## src/rtl/mem_arb_pkg.sv

```systemverilog
// Shared types and defaults for the two-requester single-port RAM arbiter.
// Owner encoding, FSM state enum and parameter defaults live here so the checkers can use them.
package mem_arb_pkg;

  localparam int DEF_ADDR_W      = 8;
  localparam int DEF_DATA_W      = 32;
  localparam int DEF_RD_LAT      = 1;
  localparam int DEF_MAX_D_BURST = 4;

  localparam logic OWN_I = 1'b0;
  localparam logic OWN_D = 1'b1;

  typedef enum logic [1:0] {
    ST_IDLE  = 2'd0,
    ST_ISSUE = 2'd1,
    ST_WAIT  = 2'd2,
    ST_RESP  = 2'd3
  } arb_state_t;

  // Width of the data-streak counter; it must be able to hold max_burst itself.
  function automatic int streak_w(input int max_burst);
    return (max_burst < 1) ? 1 : $clog2(max_burst + 1);
  endfunction

endpackage

```

## src/rtl/mem_port_arbiter_if.sv

```systemverilog
// Requester-side bus of the arbiter: one fetch port and one load/store port.
interface mem_port_arbiter_if
  import mem_arb_pkg::*;
#(
  parameter int ADDR_W = DEF_ADDR_W,
  parameter int DATA_W = DEF_DATA_W
);

  // Handshake: a requester raises req with its command and holds both until the
  // matching one-cycle ack; rdata is valid while ack is high and then holds until
  // that requester's next ack. A req still high after its ack is a new request.
  logic              i_req;
  logic [ADDR_W-1:0] i_addr;
  logic [DATA_W-1:0] i_rdata;
  logic              i_ack;

  logic              d_req;
  logic              d_we;
  logic [ADDR_W-1:0] d_addr;
  logic [DATA_W-1:0] d_wdata;
  logic [DATA_W-1:0] d_rdata;
  logic              d_ack;

  modport slave (
    input  i_req, i_addr, d_req, d_we, d_addr, d_wdata,
    output i_rdata, i_ack, d_rdata, d_ack
  );

  modport master (
    output i_req, i_addr, d_req, d_we, d_addr, d_wdata,
    input  i_rdata, i_ack, d_rdata, d_ack
  );

endinterface

```

## src/rtl/mem_arb_pick.sv

```systemverilog
// Winner selection: data by default, fetch once the data streak reaches its limit.
module mem_arb_pick
  import mem_arb_pkg::*;
#(
  parameter int MAX_D_BURST = DEF_MAX_D_BURST,
  parameter int SW          = streak_w(MAX_D_BURST)
) (
  input  logic          i_req,
  input  logic          d_req,
  input  logic [SW-1:0] d_streak,
  output logic          owner_next
);

  always_comb begin
    owner_next = OWN_D;
    if (!d_req) begin
      owner_next = OWN_I;
    end else if (i_req && (d_streak == SW'(MAX_D_BURST))) begin
      owner_next = OWN_I;
    end
  end

endmodule

```

## src/rtl/mem_port_arbiter.sv

```systemverilog
// Shares one single-port RAM between a fetch and a load/store requester.
// Each transaction walks IDLE -> ISSUE -> WAIT (RD_LAT cycles) -> RESP.
module mem_port_arbiter
  import mem_arb_pkg::*;
#(
  parameter int ADDR_W      = DEF_ADDR_W,
  parameter int DATA_W      = DEF_DATA_W,
  parameter int RD_LAT      = DEF_RD_LAT,
  parameter int MAX_D_BURST = DEF_MAX_D_BURST
) (
  input  logic               clk,
  input  logic               rst,
  mem_port_arbiter_if.slave  bus,
  output logic [ADDR_W-1:0]  addr,
  output logic [DATA_W-1:0]  ram_in,
  output logic               ram_en,
  input  logic [DATA_W-1:0]  ram_out,
  output logic               busy,
  output logic               owner,
  output arb_state_t         dbg_state
);

  localparam int SW = streak_w(MAX_D_BURST);

  arb_state_t        state;
  arb_state_t        state_next;
  logic [ADDR_W-1:0] addr_q;
  logic [DATA_W-1:0] wdata_q;
  logic              we_q;
  logic              owner_q;
  logic [SW-1:0]     d_streak;
  logic [1:0]        lat_cnt;
  logic [DATA_W-1:0] i_rdata_q;
  logic [DATA_W-1:0] d_rdata_q;
  logic              owner_next;
  logic              any_req;
  logic              lat_last;
  logic              grant;

  assign any_req  = bus.i_req | bus.d_req;
  assign lat_last = (lat_cnt == 2'(RD_LAT - 1));
  assign grant    = (state == ST_IDLE) && any_req;

  mem_arb_pick #(
    .MAX_D_BURST (MAX_D_BURST)
  ) u_pick (
    .i_req      (bus.i_req),
    .d_req      (bus.d_req),
    .d_streak   (d_streak),
    .owner_next (owner_next)
  );

  always_ff @(posedge clk) begin
    if (!rst) begin
      state <= ST_IDLE;
    end else begin
      state <= state_next;
    end
  end

  always_comb begin
    state_next = state;
    case (state)
      ST_IDLE:  if (any_req) state_next = ST_ISSUE;
      ST_ISSUE: state_next = ST_WAIT;
      ST_WAIT:  if (lat_last) state_next = ST_RESP;
      ST_RESP:  state_next = ST_IDLE;
      default:  state_next = ST_IDLE;
    endcase
  end

  // Command latches are the only source for the RAM side once granted, so
  // requester inputs may change freely after the grant.
  always_ff @(posedge clk) begin
    if (!rst) begin
      addr_q    <= '0;
      wdata_q   <= '0;
      we_q      <= 1'b0;
      owner_q   <= OWN_I;
      d_streak  <= '0;
      lat_cnt   <= 2'd0;
      i_rdata_q <= '0;
      d_rdata_q <= '0;
    end else begin
      if (grant) begin
        owner_q <= owner_next;
        if (owner_next == OWN_D) begin
          addr_q  <= bus.d_addr;
          we_q    <= bus.d_we;
          wdata_q <= bus.d_wdata;
          if (bus.i_req && (d_streak != SW'(MAX_D_BURST))) begin
            d_streak <= d_streak + 1'b1;
          end
        end else begin
          addr_q   <= bus.i_addr;
          we_q     <= 1'b0;
          wdata_q  <= '0;
          d_streak <= '0;
        end
      end

      lat_cnt <= ((state == ST_WAIT) && !lat_last) ? lat_cnt + 2'd1 : 2'd0;

      if ((state == ST_WAIT) && lat_last && !we_q) begin
        if (owner_q == OWN_D) begin
          d_rdata_q <= ram_out;
        end else begin
          i_rdata_q <= ram_out;
        end
      end
    end
  end

  always_comb begin
    busy        = (state != ST_IDLE);
    owner       = owner_q;
    addr        = addr_q;
    ram_in      = wdata_q;
    ram_en      = (state == ST_ISSUE) && we_q;
    bus.i_ack   = (state == ST_RESP) && (owner_q == OWN_I);
    bus.d_ack   = (state == ST_RESP) && (owner_q == OWN_D);
    bus.i_rdata = i_rdata_q;
    bus.d_rdata = d_rdata_q;
    dbg_state   = state;
  end

endmodule

```

## src/flat_wrapper.sv

```systemverilog
// flat-port wrapper written by rule: the top's interface ports become plain ports
module mem_port_arbiter_flat import mem_arb_pkg::*;
#(
  parameter int ADDR_W      = DEF_ADDR_W,
  parameter int DATA_W      = DEF_DATA_W,
  parameter int RD_LAT      = DEF_RD_LAT,
  parameter int MAX_D_BURST = DEF_MAX_D_BURST
)
  (clk, rst, addr, ram_in, ram_en, ram_out, busy, owner, dbg_state, bus_i_req, bus_i_addr, bus_d_req, bus_d_we, bus_d_addr, bus_d_wdata, bus_i_rdata, bus_i_ack, bus_d_rdata, bus_d_ack);
  mem_port_arbiter_if #(.ADDR_W(ADDR_W), .DATA_W(DATA_W)) bus_i ();
  input  logic clk;
  input  logic rst;
  output logic [ADDR_W-1:0] addr;
  output logic [DATA_W-1:0] ram_in;
  output logic ram_en;
  input  logic [DATA_W-1:0] ram_out;
  output logic busy;
  output logic owner;
  output arb_state_t dbg_state;
  input wire logic [$bits(bus_i.i_req)-1:0] bus_i_req;
  input wire logic [$bits(bus_i.i_addr)-1:0] bus_i_addr;
  input wire logic [$bits(bus_i.d_req)-1:0] bus_d_req;
  input wire logic [$bits(bus_i.d_we)-1:0] bus_d_we;
  input wire logic [$bits(bus_i.d_addr)-1:0] bus_d_addr;
  input wire logic [$bits(bus_i.d_wdata)-1:0] bus_d_wdata;
  output wire logic [$bits(bus_i.i_rdata)-1:0] bus_i_rdata;
  output wire logic [$bits(bus_i.i_ack)-1:0] bus_i_ack;
  output wire logic [$bits(bus_i.d_rdata)-1:0] bus_d_rdata;
  output wire logic [$bits(bus_i.d_ack)-1:0] bus_d_ack;
  assign bus_i.i_req = bus_i_req;
  assign bus_i.i_addr = bus_i_addr;
  assign bus_i.d_req = bus_d_req;
  assign bus_i.d_we = bus_d_we;
  assign bus_i.d_addr = bus_d_addr;
  assign bus_i.d_wdata = bus_d_wdata;
  assign bus_i_rdata = bus_i.i_rdata;
  assign bus_i_ack = bus_i.i_ack;
  assign bus_d_rdata = bus_i.d_rdata;
  assign bus_d_ack = bus_i.d_ack;
  mem_port_arbiter #(.ADDR_W(ADDR_W), .DATA_W(DATA_W), .RD_LAT(RD_LAT), .MAX_D_BURST(MAX_D_BURST)) u_core (.clk(clk), .rst(rst), .bus(bus_i), .addr(addr), .ram_in(ram_in), .ram_en(ram_en), .ram_out(ram_out), .busy(busy), .owner(owner), .dbg_state(dbg_state));
endmodule
```

## config.mk

```make
export PLATFORM = sky130hd
export DESIGN_NAME = mem_port_arbiter_flat
export DESIGN_NICKNAME = d
export VERILOG_FILES = /design/src/rtl/mem_arb_pkg.sv /design/src/rtl/mem_port_arbiter_if.sv /design/src/rtl/mem_arb_pick.sv /design/src/rtl/mem_port_arbiter.sv /design/src/flat_wrapper.sv
export SDC_FILE = /design/constraint.sdc
export NUM_CORES = 1
export LEC_CHECK = 0
export ABC_AREA = 0
export BUFFER_PORTS_ARGS = -buffer_cell sky130_fd_sc_hd__buf_2
export CORE_MARGIN = 3
export CORE_UTILIZATION = 42
export CTS_CLUSTER_DIAMETER = 120
export CTS_CLUSTER_SIZE = 25
export DETAILED_ROUTE_END_ITERATION = 6
export PLACE_DENSITY = 0.74
export SYNTH_ARGS = -nofsm -noshare
export SYNTH_HDL_FRONTEND = slang
export SYNTH_SLANG_ARGS = --single-unit
export TNS_END_PERCENT = 50
```

## constraint.sdc

```tcl
create_clock -name clk -period 1.55 [get_ports clk]
set_clock_uncertainty 0.2 [all_clocks]
set_input_delay 0.0775 -clock clk [delete_from_list [all_inputs] [get_ports clk]]
set_output_delay 0.0775 -clock clk [all_outputs]
set_load 0.02 [all_outputs]
```

==> impl_metrics.tcl, run 1 <==
set metrics [dict create \
    outcome "finished, violations left" \
    violations "negative setup slack" \
    clk_path_buf_depth 2 \
    max_stage_delay_ns 0.38 \
    holdCritPathClass "in2reg" \
    root_buffer "clkbuf_8" \
    slew_violations 0 \
    cp_data_required_time_ns 1.72 \
    async_reset_ff_frac 0 \
    min_to "u_core.bus.i_rdata[31]" \
    die_w_um 107.1 \
    cts_buffers 17 \
    layout-drive-gt1-share 0.3932 \
    max_freq_mhz 604.8 \
    yosys.area.top_type "dfxtp_1" \
    critical_path.slowest_cell "dfxtp_4" \
    min_period_over_period 1.067 \
    power_density_nw_per_um2 1504 \
    io_pins 196 \
    fin_crit_ns 1.653 \
    synth_fp_nets 591 \
    crit_path_end_kind "flop" \
    setup_ws_ns -0.1033 \
    ys_warn_count 0 \
    io_buffers 195 \
    synthTopCellsByCount "131 x nand2_1, 113 x dfxtp_1, 66 x a21oi_1" \
    htreeDepth 4 \
    multi_input_area_um2 2031 \
    synthesis.area_um2 4294 \
    avgSynthCellArea_um2 8.623 \
    fillCellCount 655 \
    wire_per_inst_um 17.20 \
    gr-total-overflow 0 \
    rsz0062_at_grt "true" \
    vias 4923 \
    maxCapViolCount 0 \
    insertedDiodeCount 0 \
    yosys_register_bits 113 \
    die_area_um2 11470 \
    grt_start_max_net_pins 71 \
    nets 876 \
    hold_depth 4 \
    synth-edff-count 0 \
    timing.rr.end "u_core.addr[2]" \
    grt_pass1_wl_um 23030 \
    rows 36 \
    final_hold_viol_count 0 \
    rr_worst_depth 7 \
    start_util 0.4353 \
    synth.top_cell.area_share 0.5268 \
    vdd_ir_drop_max_mv 0.9928 \
    hold_start "ram_out[31]" \
    drc 0 \
    finalWirelength_um 15980 \
    critPathKind "reg2reg" \
    syn_inst 498 \
    yosysMostFrequentCell "nand2_1" \
    antenna_found_initial 0 \
    place_congestion 0.7599 \
    relSlewSlack 0.7676 \
    finalSetupViolCount 92 \
    clk_pin_slew_ns 0.06 \
    core_um2 9864 \
    via_per_inst 5.299 \
    yosysSeqAreaShare 0.5268 \
    fin_cells 929 \
    cts_sinks 113 \
    die_y_um 107.1 \
    r2r-start "u_core.dbg_state[0]" \
    power.leakage_nw 3.212 \
    worst_slew_pin_slew_ns 0.3486 \
    ant_nets 0 \
    drt-pass1-iter-count 5 \
    rrSetupSlack_ns -0.10 \
    dpl.cell_count 798 \
    clock_latency_ns 0.49 \
    synth-main-ff-cell "dfxtp_1" \
    utilization 0.7513 \
    seqCellArea_um2 2271 \
    cts_tree "done" \
    path_cells "inv_6 -> ha_4 -> buf_6 -> o21ai_4 -> clkbuf_16 -> a31oi_1 -> a21oi_1" \
    start_kind "flop" \
    synth_cell_types 29 \
    first_iter_violations 422 \
    synthTopCellsByArea "dfxtp_1 53%, nand2_1 11%, a21oi_1 7.7%" \
    track_usage 0.2484 \
    critPathMaxFanout 16 \
    area_growth_pct 72.58 \
    grt_pass1_vias 4849 \
    arrival_ns 1.83 \
    dp_hpwl_um 8334 \
    finalPower_mw 11.15 \
]
==> how the worst max path moves through the flow <==
stage,cells after the start,slack [ns],endpoint,start
after floorplan,7,-0.008,u_core.ram_in[23],u_core.dbg_state[1]
after global placement,5,0.02,u_core.dbg_state[1],u_core.dbg_state[0]
after detailed placement,5,-0.04,u_core.dbg_state[1],u_core.dbg_state[1]
after CTS,4,-0.10,ram_en,u_core.dbg_state[1]
after global routing,7,-0.14,u_core.addr[2],u_core.dbg_state[0]
final,7,-0.10,u_core.addr[2],u_core.dbg_state[0]
==> per-stage QoR <==
step           hold WS (ns)  setup WS [ns]  setup TNS [ns]  area [µm²]
2_1_floorplan       0.01349      -0.007757         -0.2171        4335
3_3_place_gp         0.1265        0.02217               0        5431
3_5_place_dp         0.1373       -0.03672         -0.1360        5431
4_1_cts              0.1444        -0.1033          -2.671        7037
5_1_grt              0.1663        -0.1401          -9.220        7411
6_report             0.1898        -0.1033          -3.362        7411
==> power by group <==
group	total [mW]	switching (mW)	internal [mW]
clock	3.89	1.40	2.49
sequential	3.57	0.261	3.31
combinational	3.69	2.05	1.64
total	11.1	3.71	7.44
==> critical path: cells and delay by family (launching register included) <==
kind / cells / cell delay (ns)
AOI/OAI and AO/OA: 3 / 0.40
buffers and inverters: 3 / 0.39
DFF: 1 / 0.38
adders and majority gates: 1 / 0.16
==> placed cells by master (no fill, tap or decap), types with 10 or more instances in the layout <==
cell,count
a32oi_1,24
a32oi_2,10
clkbuf_16,23
nor2_1,35
a21oi_2,17
buf_4,12
o21ai_0,11
a21oi_1,57
buf_2,191
dlygate4sd3_1,84
nand2_1,130
dfxtp_1,110
==> cell families (layout without fill, tap and decap cells) <==
family          count (synthesis)  in the layout  synth area share
compound gates                140            140            0.2066
fa+ha+maj                       8              8           0.02331
buf+inv                        52            350           0.06468
flops                         113            113            0.5268
simple gates                  185            185            0.1786
==> layout make-up <==
type / count / share of cell area
clock buffers: 19 / 0.05825
clock inverters: 13 / 0.02161
inverters: 9 / 0.005740
multi-input cells: 333 / 0.2740
flip-flops and latches: 113 / 0.3064
well taps: 133 / 0.02245
repair buffers: 309 / 0.3115
==> layer usage <==
metal / vias up / part of all wire / global-route usage / wire length (µm)
met3: 35 / 0.090 / 0.07706 / 1438
met4: 0 / 0.018 / 0.09954 / 286
met5: - / 0 / 0 / 0
met1: 2308 / 0.40 / 0.2988 / 6449
li1: 2281 / - / - / -
met2: 299 / 0.49 / 0.4124 / 7809
==> state kept, by name (all words and copies together), names as in the netlist <==
signal              count
u_core.addr             8
u_core.bus.d_rdata     32
u_core.bus.i_rdata     32
u_core.d_streak         3
u_core.dbg_state        2
u_core.lat_cnt          2
u_core.owner            1
u_core.ram_in          32
u_core.we_q             1
==> what timing repair did <==
| item | in CTS | in global routing |
|---|---|---|
| pin swaps | 5 | 31 |
| hold endpoints to repair | 112 | 0 |
| hold buffers | 84 | 0 |
| endpoints found under the setup margin | 39 | 116 |
| cloned | 1 | 7 |
| buffers inserted | 5 | 2 |
| resized for setup | 30 | 40 |
(Power assumes the default switching activity.)
==> run 2: changes to the inputs <==
--- a/config.mk
+++ b/config.mk
@@ -16,4 +16,4 @@
 export SYNTH_ARGS = -nofsm -noshare
 export SYNTH_HDL_FRONTEND = slang
 export SYNTH_SLANG_ARGS = --single-unit
-export TNS_END_PERCENT = 50
+export TNS_END_PERCENT = 20
==> impl_metrics.tcl, run 2 (synthesis results as in run 1) <==
set metrics [dict create \
    outcome "finished, violations left" \
    violations "negative setup slack" \
    dp_hpwl_um 8476 \
    hold_start "ram_out[22]" \
    core_um2 9864 \
    area_growth_pct 73.08 \
    wire_per_inst_um 17.73 \
    start_kind "flop" \
    cts_sinks 113 \
    clock_latency_ns 0.51 \
    final_hold_viol_count 0 \
    final_common_cell "buf_2" \
    power.leakage_nw 3.204 \
    cp_data_required_time_ns 1.79 \
    worst_slew_pin_slew_ns 0.4303 \
    setup_ws_ns -0.1102 \
    die_y_um 107.1 \
    r2r-start "u_core.dbg_state[1]" \
    drc 0 \
    track_usage 0.2564 \
    relSlewSlack 0.7132 \
    grt_pass1_vias 4995 \
    start_util 0.4353 \
    vias 5033 \
    cts_buffers 17 \
    rsz0062_at_grt "true" \
    nets 875 \
    hold_depth 4 \
    drt-pass1-iter-count 5 \
    io_buffers 195 \
    critPathKind "reg2reg" \
    clk_path_buf_depth 2 \
    grt_start_max_net_pins 63 \
    timing.setup.tns_ns -3.263 \
    wl_met2_um 8184 \
    insertedDiodeCount 0 \
    clk_pin_slew_ns 0.06 \
    max_freq_mhz 602.3 \
    rr_worst_depth 6 \
    die_w_um 107.1 \
    htreeDepth 4 \
    met1_length_um 6127 \
    slew_violations 0 \
    holdCritPathClass "in2reg" \
    grt_pass1_wl_um 23590 \
    wl_met3_um 1570 \
    finalSetupViolCount 71 \
    min_period_over_period 1.071 \
    antenna_found_initial 0 \
    ant_nets 0 \
    die_area_um2 11470 \
    maxCapViolCount 0 \
    final_cell_mix "190 x buf_2, 129 x nand2_1, 110 x dfxtp_1" \
    arrival_ns 1.90 \
    fillCellCount 626 \
    layout-drive-gt1-share 0.4025 \
    cts_tree "done" \
    place_congestion 0.8084 \
    timing.rr.end "u_core.bus.d_rdata[8]" \
    gr-total-overflow 0 \
    rows 36 \
    power_density_nw_per_um2 1498 \
    fin_crit_ns 1.660 \
    critPathMaxFanout 7 \
    placed_area_um2 5450 \
    design_area_um2 7432 \
    rrSetupSlack_ns -0.11 \
    highest_layer "met4" \
    crit_path_end_kind "flop" \
    min_to "u_core.bus.d_rdata[22]" \
    via_per_inst 5.423 \
    root_buffer "clkbuf_8" \
    vdd_ir_drop_max_mv 0.7732 \
    io_pins 196 \
    finalWirelength_um 16450 \
    first_iter_violations 493 \
]
[run 2: metal layers]
metal | GRT usage | vias to the layer above
met5 | 0 | -
met4 | 0.1215 | 0
met3 | 0.08308 | 60
met2 | 0.4379 | 322
met1 | 0.2878 | 2373
li1 | - | 2278
[run 2: repair_timing]
action,CTS,global route
hold endpoints to repair,113,0
setup buffers,4,1
pin swaps,5,13
endpoints found under the setup margin,36,115
resized for setup,27,54
cloned,0,9
hold buffers,84,0
[run 2: worst max-delay path by stage]
| stage | startpoint | end | slack [ns] |
|---|---|---|---|
| 3_3_place_gp | u_core.dbg_state[0] | u_core.bus.d_rdata[13] | 0.009 |
| 3_5_place_dp | u_core.dbg_state[1] | u_core.dbg_state[0] | -0.20 |
| 5_1_grt | u_core.dbg_state[1] | u_core.bus.d_rdata[10] | -0.16 |
| 2_1_floorplan | u_core.dbg_state[1] | u_core.ram_in[23] | -0.008 |
| 6_report | u_core.dbg_state[1] | u_core.bus.d_rdata[8] | -0.11 |
| 4_1_cts | u_core.dbg_state[1] | ram_en | -0.11 |
[run 2: area by class of cell]
cell class,count,area [µm²],share of cell area
Clock buffer,24,491.7,0.06616
Tap cell,133,166.4,0.02239
Timing Repair Buffer,306,2257,0.3037
Sequential cell,113,2271,0.3056
Inverter,9,38.79,0.005219
Multi-Input combinational cell,335,2083,0.2803
Clock inverter,8,123.9,0.01667
[run 2: metrics by stage]
step / setup slack, ns / util / std cells / hold WS, ns / total power, mW
floorplan: -0.007757 / - / 498 / 0.01349 / 5.327
global placement: 0.009459 / 0.5525 / 799 / 0.1266 / 6.169
detailed placement: -0.1981 / 0.5525 / 799 / 0.1336 / 6.252
CTS: -0.1118 / 0.7130 / 919 / 0.1240 / 10.58
global route: -0.1558 / 0.7534 / 928 / 0.1798 / 11.57
finish: -0.1102 / 0.7534 / 928 / 0.1625 / 11.13
[run 2: where the power goes]
| group | total [mW] | switching, mW | leakage, nW | internal (mW) |
|---|---|---|---|---|
| registers | 3.58 | 0.272 | 0.921 | 3.31 |
| logic | 3.55 | 2.01 | 1.99 | 1.54 |
| clock network | 4.01 | 1.34 | 0.296 | 2.67 |
| total | 11.1 | 3.62 | 3.20 | 7.51 |
[run 2: worst max-delay path, cell delays in order, from the launching register on]
cell and delay [ns]:
dfxtp_4 0.38, buf_6 0.11, ha_4 0.15, and4b_4 0.37, buf_8 0.16, nand2_1 0.08, a21oi_2 0.14
==> run 3: changes to the inputs <==
--- a/config.mk
+++ b/config.mk
@@ -7,8 +7,10 @@
 export LEC_CHECK = 0
 export ABC_AREA = 0
 export BUFFER_PORTS_ARGS = -buffer_cell sky130_fd_sc_hd__buf_2
+export CELL_PAD_IN_SITES_DETAIL_PLACEMENT = 1
+export CELL_PAD_IN_SITES_GLOBAL_PLACEMENT = 1
 export CORE_MARGIN = 3
-export CORE_UTILIZATION = 42
+export CORE_UTILIZATION = 30
 export CTS_CLUSTER_DIAMETER = 120
 export CTS_CLUSTER_SIZE = 25
 export DETAILED_ROUTE_END_ITERATION = 6
==> impl_metrics.tcl, run 3 (synthesis results as in run 1) <==
set metrics [dict create \
    rr_worst_depth 6 \
    io_pins 196 \
    finalWirelength_um 18840 \
    intPower_mw 7.421 \
    die_area_um2 15790 \
    drt-pass1-iter-count 4 \
    maxCapViolCount 0 \
    relSlewSlack 0.7875 \
    drc 0 \
    arrival_ns 1.35 \
    power_density_nw_per_um2 1454 \
    cp_num_cells 5 \
    p_sw_frac 0.3402 \
    final_common_cell "buf_2" \
    critical_path.slowest_cell "dfxtp_4" \
    rsz0062_at_grt "true" \
    setup_ws_ns -0.08244 \
    placed_area_um2 5545 \
    crit_path_end_kind "output pin" \
    area_growth_pct 80.19 \
    root_buffer "clkbuf_16" \
    via_per_inst 5.061 \
    cp_data_required_time_ns 1.27 \
    clk_pin_slew_ns 0.05 \
    first_iter_violations 247 \
    slew_violations 0 \
    grt_start_max_net_pins 55 \
    htreeDepth 4 \
    design_area_um2 7737 \
    ant_nets 0 \
    start_util 0.3082 \
    path_cells "inv_4 -> buf_6 -> ha_4 -> and2_4 -> buf_6" \
    critPathKind "reg2out" \
    final_hold_viol_count 0 \
    track_usage 0.2139 \
    p_seq_frac 0.318 \
    worst_slew_pin_slew_ns 0.3187 \
    final_cell_mix "190 x buf_2, 117 x nand2_1, 108 x dfxtp_1" \
    cp_common_cell "buf_6" \
    rows 43 \
    outcome "finished, violations left" \
    place_congestion 0.8027 \
    utilization 0.5553 \
    grt_pass1_wl_um 27280 \
    fillCellCount 1584 \
    io_buffers 195 \
    clk_path_buf_depth 2 \
    multi_input_area_um2 2188 \
    cp_top_family "flip-flops" \
    clock_latency_ns 0.42 \
    hold_depth 2 \
    insertedDiodeCount 0 \
    comb_power_share 0.338 \
    grt_pass1_vias 5399 \
    start_kind "flop" \
    violations "negative setup slack" \
    vias 4965 \
    cts_tree "done" \
    nets 881 \
    timing.setup.tns_ns -2.583 \
    dp_hpwl_um 10020 \
    pwr-share-clk 0.345 \
    critPathMaxFanout 2 \
    holdCritPathClass "reg2reg" \
    finalSetupViolCount 75 \
    switching_power_mw 3.827 \
    min_period_over_period 1.053 \
    wire_per_inst_um 19.20 \
    cts_sinks 113 \
    max_stage_delay_ns 0.38 \
    die_y_um 125.6 \
    gr-total-overflow 0 \
    antenna_found_initial 0 \
    vdd_ir_drop_max_mv 0.6506 \
    power.leakage_nw 3.334 \
    cp_num_buf_inv 3 \
    cts_buffers 17 \
    die_w_um 125.6 \
    layout-drive-gt1-share 0.4507 \
    max_freq_mhz 612.6 \
    seqCellArea_um2 2273 \
    fin_crit_ns 1.632 \
    core_um2 13930 \
]
-- run 3: worst register-to-register path: stages, from the launching register on --
cell and delay (ns):
dfxtp_4 0.38, buf_12 0.11, ha_4 0.15, and4b_4 0.33, clkbuf_16 0.19, nand2_1 0.08
a21oi_2 0.12
-- run 3: timing repair --
action	CTS	global route
hold buffers	84	0
cloned	1	9
hold endpoints to repair	112	0
gates resized for setup	30	90
setup endpoints to repair	54	115
setup buffers	2	4
pin swaps	2	35
-- run 3: path summary, 6_finish.rpt --
check                           slack (ns)                endpoint                   start
worst max-delay path                 -0.08                  ram_en     u_core.dbg_state[1]
worst min-delay path                  0.26  u_core.bus.d_rdata[18]  u_core.bus.d_rdata[18]
worst max register to register       -0.08  u_core.bus.d_rdata[22]     u_core.dbg_state[1]
worst min register to register        0.26  u_core.bus.d_rdata[18]  u_core.bus.d_rdata[18]
-- run 3: routing by layer --
layer,up-vias,wire length [µm],GRT usage,share of wire
met1,2432,7572,0.2447,0.40
met2,192,9652,0.3694,0.51
met3,39,1154,0.06319,0.061
met4,0,459,0.09503,0.024
met5,-,0,0,0
li1,2302,-,-,-
-- run 3: per-stage QoR --
step	power, mW	worst slack, ns	cells	hold WS (ns)
detailed placement	6.339	-0.05595	849	0.1412
global placement	6.226	0.01714	849	0.1255
finish	11.25	-0.08244	981	0.2558
global route	11.76	-0.1360	981	0.2688
CTS	10.64	-0.09361	968	0.2292
floorplan	5.327	-0.007757	498	0.01349
-- run 3: cell type report --
type / instances / area share
Clock buffer: 19 / 0.05854
Clock inverter: 13 / 0.01763
Inverter: 9 / 0.005498
Multi-Input combinational cell: 333 / 0.2828
Sequential cell: 113 / 0.2938
Tap cell: 180 / 0.02911
Timing Repair Buffer: 314 / 0.3126
-- run 3: power groups by stage --
stage,combinational (mW),clock [mW],sequential [mW]
detailed placement,2.75,0,3.59
floorplan,1.30,0,4.03
global placement,2.66,0,3.57
finish,3.80,3.88,3.57
global route,4.06,4.08,3.62
CTS,3.15,3.95,3.54
